**src/rtl/bus_arbiter4_pkg.sv**
```systemverilog
// Shared constants and types for the four-requester round-robin bus arbiter.
package bus_arbiter4_pkg;

    localparam int unsigned ARB_PORTS = 4;
    localparam int unsigned ARB_SEL_W = 2;

    typedef enum logic [0:0] {
        ARB_IDLE,
        ARB_GRANT
    } arb_state_t;

    function automatic logic [ARB_PORTS-1:0] onehot4(input logic [ARB_SEL_W-1:0] idx);
        logic [ARB_PORTS-1:0] oh;
        oh = '0;
        oh[idx] = 1'b1;
        return oh;
    endfunction

endpackage

```
**src/rtl/bus_arbiter4_rr_pick4.sv**
```systemverilog
// Combinational rotate-priority picker: first set request scanning upward from start, with wrap.
module bus_arbiter4_rr_pick4
    import bus_arbiter4_pkg::*;
(
    input  logic [ARB_PORTS-1:0] req_i,
    input  logic [ARB_SEL_W-1:0] start_i,
    output logic                 found_o,
    output logic [ARB_SEL_W-1:0] idx_o
);

    logic [ARB_SEL_W-1:0] cand;

    always_comb begin
        found_o = 1'b0;
        idx_o   = '0;
        cand    = '0;
        for (int i = 0; i < ARB_PORTS; i++) begin
            cand = start_i + ARB_SEL_W'(i);
            if (!found_o && req_i[cand]) begin
                found_o = 1'b1;
                idx_o   = cand;
            end
        end
    end

endmodule

```
**src/rtl/bus_arbiter4.sv**
```systemverilog
// Four-requester round-robin arbiter with burst locking; drives the downstream mux select.
module bus_arbiter4
    import bus_arbiter4_pkg::*;
#(
    parameter int unsigned MAX_BEATS = 16
) (
    input  logic                 clk,
    input  logic                 reset_n,
    input  logic [ARB_PORTS-1:0] req,
    input  logic [ARB_PORTS-1:0] last,
    input  logic                 ack,
    output logic [ARB_PORTS-1:0] gnt,
    output logic [ARB_SEL_W-1:0] sel,
    output logic                 busy,
    output logic                 timeout
);

    localparam int unsigned CntW = (MAX_BEATS > 1) ? $clog2(MAX_BEATS) : 1;
    localparam logic [CntW-1:0] CntMax = CntW'(MAX_BEATS - 1);

    arb_state_t           state_q, state_d;
    logic [ARB_PORTS-1:0] gnt_q, gnt_d;
    logic [ARB_SEL_W-1:0] sel_q, sel_d;
    logic [ARB_SEL_W-1:0] last_winner_q, last_winner_d;
    logic [CntW-1:0]      cnt_q, cnt_d;
    logic                 timeout_q, timeout_d;

    logic                 pick_found;
    logic [ARB_SEL_W-1:0] pick_idx;
    logic [ARB_SEL_W-1:0] pick_start;

    assign pick_start = last_winner_q + ARB_SEL_W'(1);

    bus_arbiter4_rr_pick4 u_pick (
        .req_i   (req),
        .start_i (pick_start),
        .found_o (pick_found),
        .idx_o   (pick_idx)
    );

    always_comb begin
        state_d       = state_q;
        gnt_d         = gnt_q;
        sel_d         = sel_q;
        last_winner_d = last_winner_q;
        cnt_d         = cnt_q;
        timeout_d     = 1'b0;
        unique case (state_q)
            ARB_IDLE: begin
                if (pick_found) begin
                    state_d = ARB_GRANT;
                    gnt_d   = onehot4(pick_idx);
                    sel_d   = pick_idx;
                    cnt_d   = '0;
                end
            end
            ARB_GRANT: begin
                // Release covers abandon, final beat and forced release; sel holds for mux stability.
                if (!req[sel_q] || (ack && (last[sel_q] || cnt_q == CntMax))) begin
                    state_d       = ARB_IDLE;
                    gnt_d         = '0;
                    cnt_d         = '0;
                    last_winner_d = sel_q;
                    timeout_d     = req[sel_q] && !last[sel_q];
                end else if (ack) begin
                    cnt_d = cnt_q + CntW'(1);
                end
            end
            default: state_d = ARB_IDLE;
        endcase
    end

    always_ff @(posedge clk or negedge reset_n) begin
        if (!reset_n) begin
            state_q       <= ARB_IDLE;
            gnt_q         <= '0;
            sel_q         <= '0;
            last_winner_q <= ARB_SEL_W'(ARB_PORTS - 1);
            cnt_q         <= '0;
            timeout_q     <= 1'b0;
        end else begin
            state_q       <= state_d;
            gnt_q         <= gnt_d;
            sel_q         <= sel_d;
            last_winner_q <= last_winner_d;
            cnt_q         <= cnt_d;
            timeout_q     <= timeout_d;
        end
    end

    assign gnt     = gnt_q;
    assign sel     = sel_q;
    assign busy    = (state_q == ARB_GRANT);
    assign timeout = timeout_q;

endmodule

```
**config.mk**
```make
export PLATFORM = sky130hd
export DESIGN_NAME = bus_arbiter4
export DESIGN_NICKNAME = d
export VERILOG_FILES = /design/src/rtl/bus_arbiter4_pkg.sv /design/src/rtl/bus_arbiter4_rr_pick4.sv /design/src/rtl/bus_arbiter4.sv
export SDC_FILE = /design/constraint.sdc
export NUM_CORES = 1
export LEC_CHECK = 0
export CAP_MARGIN = 20
export CORE_MARGIN = 8
export CORE_UTILIZATION = 42
export CTS_CLUSTER_SIZE = 24
export DETAILED_ROUTE_END_ITERATION = 6
export PLACE_DENSITY = 0.74
export SLEW_MARGIN = 20
export SYNTH_ARGS = -nofsm -noshare
export SYNTH_HDL_FRONTEND = slang
export SYNTH_SLANG_ARGS = --single-unit
```
**constraint.sdc**
```tcl
create_clock -name clk -period 1.85 [get_ports clk]
set_input_delay 0.555 -clock clk [delete_from_list [all_inputs] [get_ports clk]]
set_output_delay 0.555 -clock clk [all_outputs]
set_load 0.02 [all_outputs]
```
# After elaboration in Yosys (flattened, before gate mapping)
# Index checks and enable logic that the tools add are counted.
dict set report op_classes {
  n_mux 34
  n_addsub 5
  n_reduce_logical 17
  bitwise_logic 1
  n_eq_ne 4
  order_cmp 7
}
# cell count
set ops {}
lappend ops {{4-bit 2-to-1 mux} 5}
lappend ops {{2-bit by 3-bit less-than comparator with 1-bit output (second input constant)} 6}
lappend ops {{4-bit case mux with 2 select lines} 2}
lappend ops {{1-bit 2-to-1 mux} 15}
lappend ops {{1-bit binary-select mux with 2-bit select} 6}
lappend ops {{2-bit 2-to-1 mux} 4}
lappend ops {{2-bit AND reduction} 4}
lappend ops {{1-bit logical AND} 6}
lappend ops {{1-bit logical NOT} 5}
lappend ops {{2-bit by 1-bit adder with 2-bit output (second input constant)} 2}
lappend ops {{2-bit adder (second input constant)} 2}
lappend ops {{4-bit by 1-bit adder with 4-bit output (second input constant)} 1}
lappend ops {{4-bit == test (second input constant)} 1}
lappend ops {{3-bit by 2-bit inequality test with 1-bit output (second input constant)} 1}
lappend ops {{1-bit demux with 2-bit select} 1}
lappend ops {{2-bit by 1-bit greater-or-equal comparator with 1-bit output (second input constant)} 1}
lappend ops {{1-bit logical OR} 2}
lappend ops {{2-bit by 1-bit inequality test with 1-bit output (second input constant)} 1}
lappend ops {{2-bit inequality test (second input constant)} 1}
lappend ops {{1-bit case mux with 2 select lines} 1}
lappend ops {{1-bit inverter} 1}
dict set report totals {
  in_bits 11
  output_inout_bits 8
  ff_bits 14
  wordCells 74
}

# Logic depth before layout (Yosys ltp)
dict set report logic_depth {
  depth_word 19
  depth_mapped 5
  ltp_nobuf 5
}

# Modules after synthesis
# From an unflattened synthesis, not the netlist that was laid out.
dict set report unflattened {
  hier_cells 93
  area_unflattened_um2 894.6
}
# mod n_inst area_per_inst_um2 seq_area_each_um2 cells_per_inst
set by_module_without_submodules {}
lappend by_module_without_submodules {bus_arbiter4 1 817.0 352.8 78}
lappend by_module_without_submodules {bus_arbiter4_rr_pick4 1 77.6 0.0 15}

# Least setup slack after synthesis
# No wires, ideal clock.
dict set report synth_timing {
  kind {flip-flop to flip-flop}
  start {register sel_q[1] (netlist: sel[1])}
  end {register last_winner_q[0]}
  path_stages_with_launch 5
  t_required_ns 1.765
  setup_ns 0.085
  setup_slack_ns 0.090
  path_buffers 0
  period_less_slack_ns 1.760
  t_arrival_ns 1.676
  cell_sequence {dfrtp_1 -> mux2_2 -> o2bb2ai_2 -> o31ai_2 -> mux2_1}
}
dict set report synth_between {
  elab_chain_len 6
  elab_cells_between_ends 9
  cone_classes {4 x mux; 5 x reduce/logical}
}
# element line
set synth_rtl {}
lappend synth_rtl {{start, declared} bus_arbiter4.sv:23} ;# logic [ARB_SEL_W-1:0] sel_q, sel_d;
lappend synth_rtl {{start signal, assigned} bus_arbiter4.sv:84} ;# sel_q <= sel_d;
lappend synth_rtl {{1-bit binary-select mux with 2-bit select} bus_arbiter4.sv:59} ;# if (!req[sel_q] || (ack && (last[sel_q] || cnt_q == CntMax))) begin
lappend synth_rtl {{1-bit 2-to-1 mux (implied by the code)} bus_arbiter4.sv:59}
lappend synth_rtl {{1-bit logical OR} bus_arbiter4.sv:59}
lappend synth_rtl {{1-bit logical AND} bus_arbiter4.sv:59}
lappend synth_rtl {{1-bit logical OR *} bus_arbiter4.sv:59}
lappend synth_rtl {{2-bit AND reduction (no line) *} -}
lappend synth_rtl {{end signal, assigned} bus_arbiter4.sv:78} ;# last_winner_q <= ARB_SEL_W'(ARB_PORTS - 1);
lappend synth_rtl {{end signal, assigned} bus_arbiter4.sv:85} ;# last_winner_q <= last_winner_d;
lappend synth_rtl {{end, declared} bus_arbiter4.sv:24} ;# logic [ARB_SEL_W-1:0] last_winner_q, last_winner_d;
# Mark *: on every way between the ends. The rest lies on a longest branch, timed or not. The select of a mux whose other input is x is not followed.
# A chain may end at the register's enable or synchronous reset.

# Worst setup path in the final report
dict set report layout_timing {
  start {input port last[0]}
  end {register last_winner_q[0]}
}
dict set report layout_between {
  elab_chain_len 6
}
# element line
set layout_rtl {}
lappend layout_rtl {{start, declared} bus_arbiter4.sv:10} ;# input logic [ARB_PORTS-1:0] last,
lappend layout_rtl {{1-bit binary-select mux with 2-bit select} bus_arbiter4.sv:59}
lappend layout_rtl {{1-bit 2-to-1 mux (implied by the code)} bus_arbiter4.sv:59}
lappend layout_rtl {{1-bit logical OR} bus_arbiter4.sv:59}
lappend layout_rtl {{1-bit logical AND} bus_arbiter4.sv:59}
lappend layout_rtl {{1-bit logical OR} bus_arbiter4.sv:59}
lappend layout_rtl {{2-bit AND reduction (no line)} -}
# No other way between the ends. The select of a mux whose other input is x is not followed.

==> impl_metrics.yaml <==
outcome:
  status: "complete, no violations"
layout:
  nNetsFinal: 130
  final_cell_mix: "buf_4 (15), dfrtp_1 (12), clkdlybuf4s50_1 (11)"
  drive_above_1_share_pct: 28.21
  syn_to_final_growth_pct: 52.68
  layout_commonest_cell: "buf_4"
  final_util_pct: 69.39
  n_antenna_cell: 0
timing:
  period_share_pct: 97.96
  fin_tns_setup_ns: 0
  fmax_mhz: 551.8
  finalHoldViolCount: 0
  setup_viol: 0
  max_slew_margin_pct: 80.91
  finClkSkew_ns: 0.001430
  finalCriticalPeriod_ns: 1.812
  drv_slew: 0
  worst_slew_pin_slew_ns: 0.2824
synthesis:
  ys.warnings.count: 0
  syn_area_sq_um: 793.3
  synthMuxAreaShare_pct: 8.360
  synth_cell_types: 35
  yosysTopAreaCellShare_pct: 37.85
  synth-compound-area-share_pct: 21.14
  synth_area_per_cell_sq_um: 10.04
  ys_ff_latch: 14
  synthTopCellsByArea: "dfrtp_1 (38%), dfstp_2 (6.6%), o22ai_1 (3.9%)"
  syn_nets: 91
  yosys.area_share.simple_pct: 21.61
  synth_top_family_by_area: "simple AND/OR/NAND/NOR gates"
  netlist_instances: 79
  yosys.area.top_type: "dfrtp_1"
  synth-edff-count: 0
  synth_top_flop_cell: "dfrtp_1"
  async_flop_share_pct: 100.0
  synthXorXnorAreaFrac_pct: 0
  synth-adder-area-share_pct: 1.577
  yosysSeqAreaShare_pct: 44.48
global_routing:
  grt_pass1_vias: 786
  grt_pass1_wl_um: 3194
  grt_overflow: 0
  antenna_found_initial: 0
  grt_max_degree: 15
  grtUsageTotal_pct: 11.98
critical_path:
  reg2reg_slack_ns: 0.16
  cp-start-kind: "input pin"
  timing.rr.end: "last_winner_q[0]"
  required_ns: 2.06
  reg2reg_from: "sel[1]"
  cp-startpoint: "last[0]"
  rr_worst_depth: 4
  critPathKind: "in -> reg"
  crit_fanout: 3
  worst-path-stages: 5
  crit_family: "multiplexers"
  cp_num_buf_inv: 1
  worstSetupEndpointType: "register"
  endpoint: "last_winner_q[0]"
  cp_slowest_stage_delay_ns: 0.40
  cp_data_arrival_time_ns: 2.02
  slowest_stage: "clkdlybuf4s50_1"
  crit_chain: "clkdlybuf4s50_1 -> mux2_4 -> o2bb2ai_4 -> o31ai_4 -> mux2_1"
floorplanning:
  start_util_pct: 45.45
  fp-row-count: 15
  die_w_um: 59.46
  io_pins: 19
  die_area_sq_um: 3535
  die_height_um: 59.46
  coreArea_sq_um: 1745
power:
  power_frac_comb_pct: 55.3
  seqPwrFrac_pct: 32.0
  switchingPower_mw: 0.6845
  p_sw_share_pct: 40.05
  p_leak_nw: 0.5809
  p_int_mw: 1.025
  peakVddDrop_v: 0.0009282
  p_clk_share_pct: 12.6
  p_per_area_nw_per_um2: 1411
cts:
  clk_path_buf_depth: 2
  postCtsSetupBuffers: 0
  cts-htree-levels: 1
  cts_buffers: 3
  clk_pin_slew_ns: 0.08
  tritoncts: "done"
  cts_sinks: 14
  insertion_delay_ns: 0.28
  cts_root_buf: "clkbuf_4"
route:
  drtAntennaViolNets: 0
  detail_route.wl_per_cell_um: 14.54
  drt-pass1-iter-count: 4
  drt-initial-drc-count: 8
  drcViolationCount: 0
  routed_wl_um: 2064
  vias: 751
  vias_per_cell: 5.289
worst_hold_path:
  whs_path_depth: 2
  hold_class: "reg -> reg"
  min-delay-start: "gnt[1]"
placement:
  port_buffers: 18
  dp_hpwl_um: 1577
  gp_congestion: 0.7991
run:
  drv_cap: 0
==> synth_stat cells, types with 2 or more instances <==
master    number
a21oi_1        3
o22ai_1        5
inv_1          5
mux2_1         2
a221o_1        2
nand2b_1       4
nand2_1        5
nor3_1         2
o21ai_0        4
nor2_1         6
nor4_1         3
dfrtp_1       12
nor2b_1        2
dfstp_2        2
and2_1         2
==> routing by layer <==
layer | track usage (%) | wire (um) | part of all wire [%]
met1 | 12.36 | 868 | 42
met2 | 20.49 | 1054 | 51
met3 | 4.989 | 97 | 4.7
met4 | 5.461 | 43 | 2.1
met5 | 0 | 0 | 0
==> worst min-delay path by stage <==
stage | endpoint
floorplan | busy
global placement | gnt[1]
detailed placement | gnt[1]
CTS | gnt[1]
global route | gnt[1]
finish | gnt[1]
==> worst register-to-register path, delay by kind of cell (launching register included) <==
family | cells | cell delay [ns]
AOI/OAI and AO/OA | 2 | 0.42
DFF | 1 | 0.49
muxes | 2 | 0.71
==> power by group through the flow <==
stage	Combinational [mW]	Clock [mW]	Sequential [mW]
5_1_grt	1.02	0.234	0.565
6_report	0.946	0.216	0.548
3_3_place_gp	0.877	0	0.541
2_1_floorplan	0.402	0	0.644
4_1_cts	0.879	0.221	0.544
3_5_place_dp	0.890	0	0.548
==> cell families (layout without fill, tap and decap cells) <==
logic type	Yosys count	count (layout)
and+or+nand+nor	31	31
AOI/OAI and AO/OA	22	22
DFF	14	14
buffers and inverters	6	44
muxes	5	5
adders and majority gates	1	1
==> layout make-up <==
cell class              instances  area (sq um)
fillers                       147         534.3
multi-input cells              59         454.2
flip-flops and latches         14         352.8
repair buffers                 34         314.1
clock buffers                   4         36.28
well taps                      25         31.28
inverters                       6         22.52
==> sequential cells by signal, indices dropped and copies added (netlist names) <==
register	cells
cnt_q	4
gnt	4
last_winner_q	2
sel	2
busy	1
timeout	1
==> stage by stage <==
step                setup slack [ns]  cell area (sq um)  power, mW  hold slack, ns  cells
floorplan                    0.08973              793.3      1.046          0.2594     79
global placement             -0.3169               1125      1.418          0.5025    138
detailed placement           -0.3616               1125      1.438          0.5075    138
CTS                         -0.05038               1159      1.644          0.5237    142
global route               -0.007354               1211      1.822          0.5583    142
finish                       0.03768               1211      1.709          0.5187    142
==> what timing repair did <==
action,4_1_cts,5_1_grt
endpoints found under the setup margin,10,12
gates resized for setup,2,12
pin swaps,0,3
hold buffers,0,0
Power figures use the tool's default switching activity.
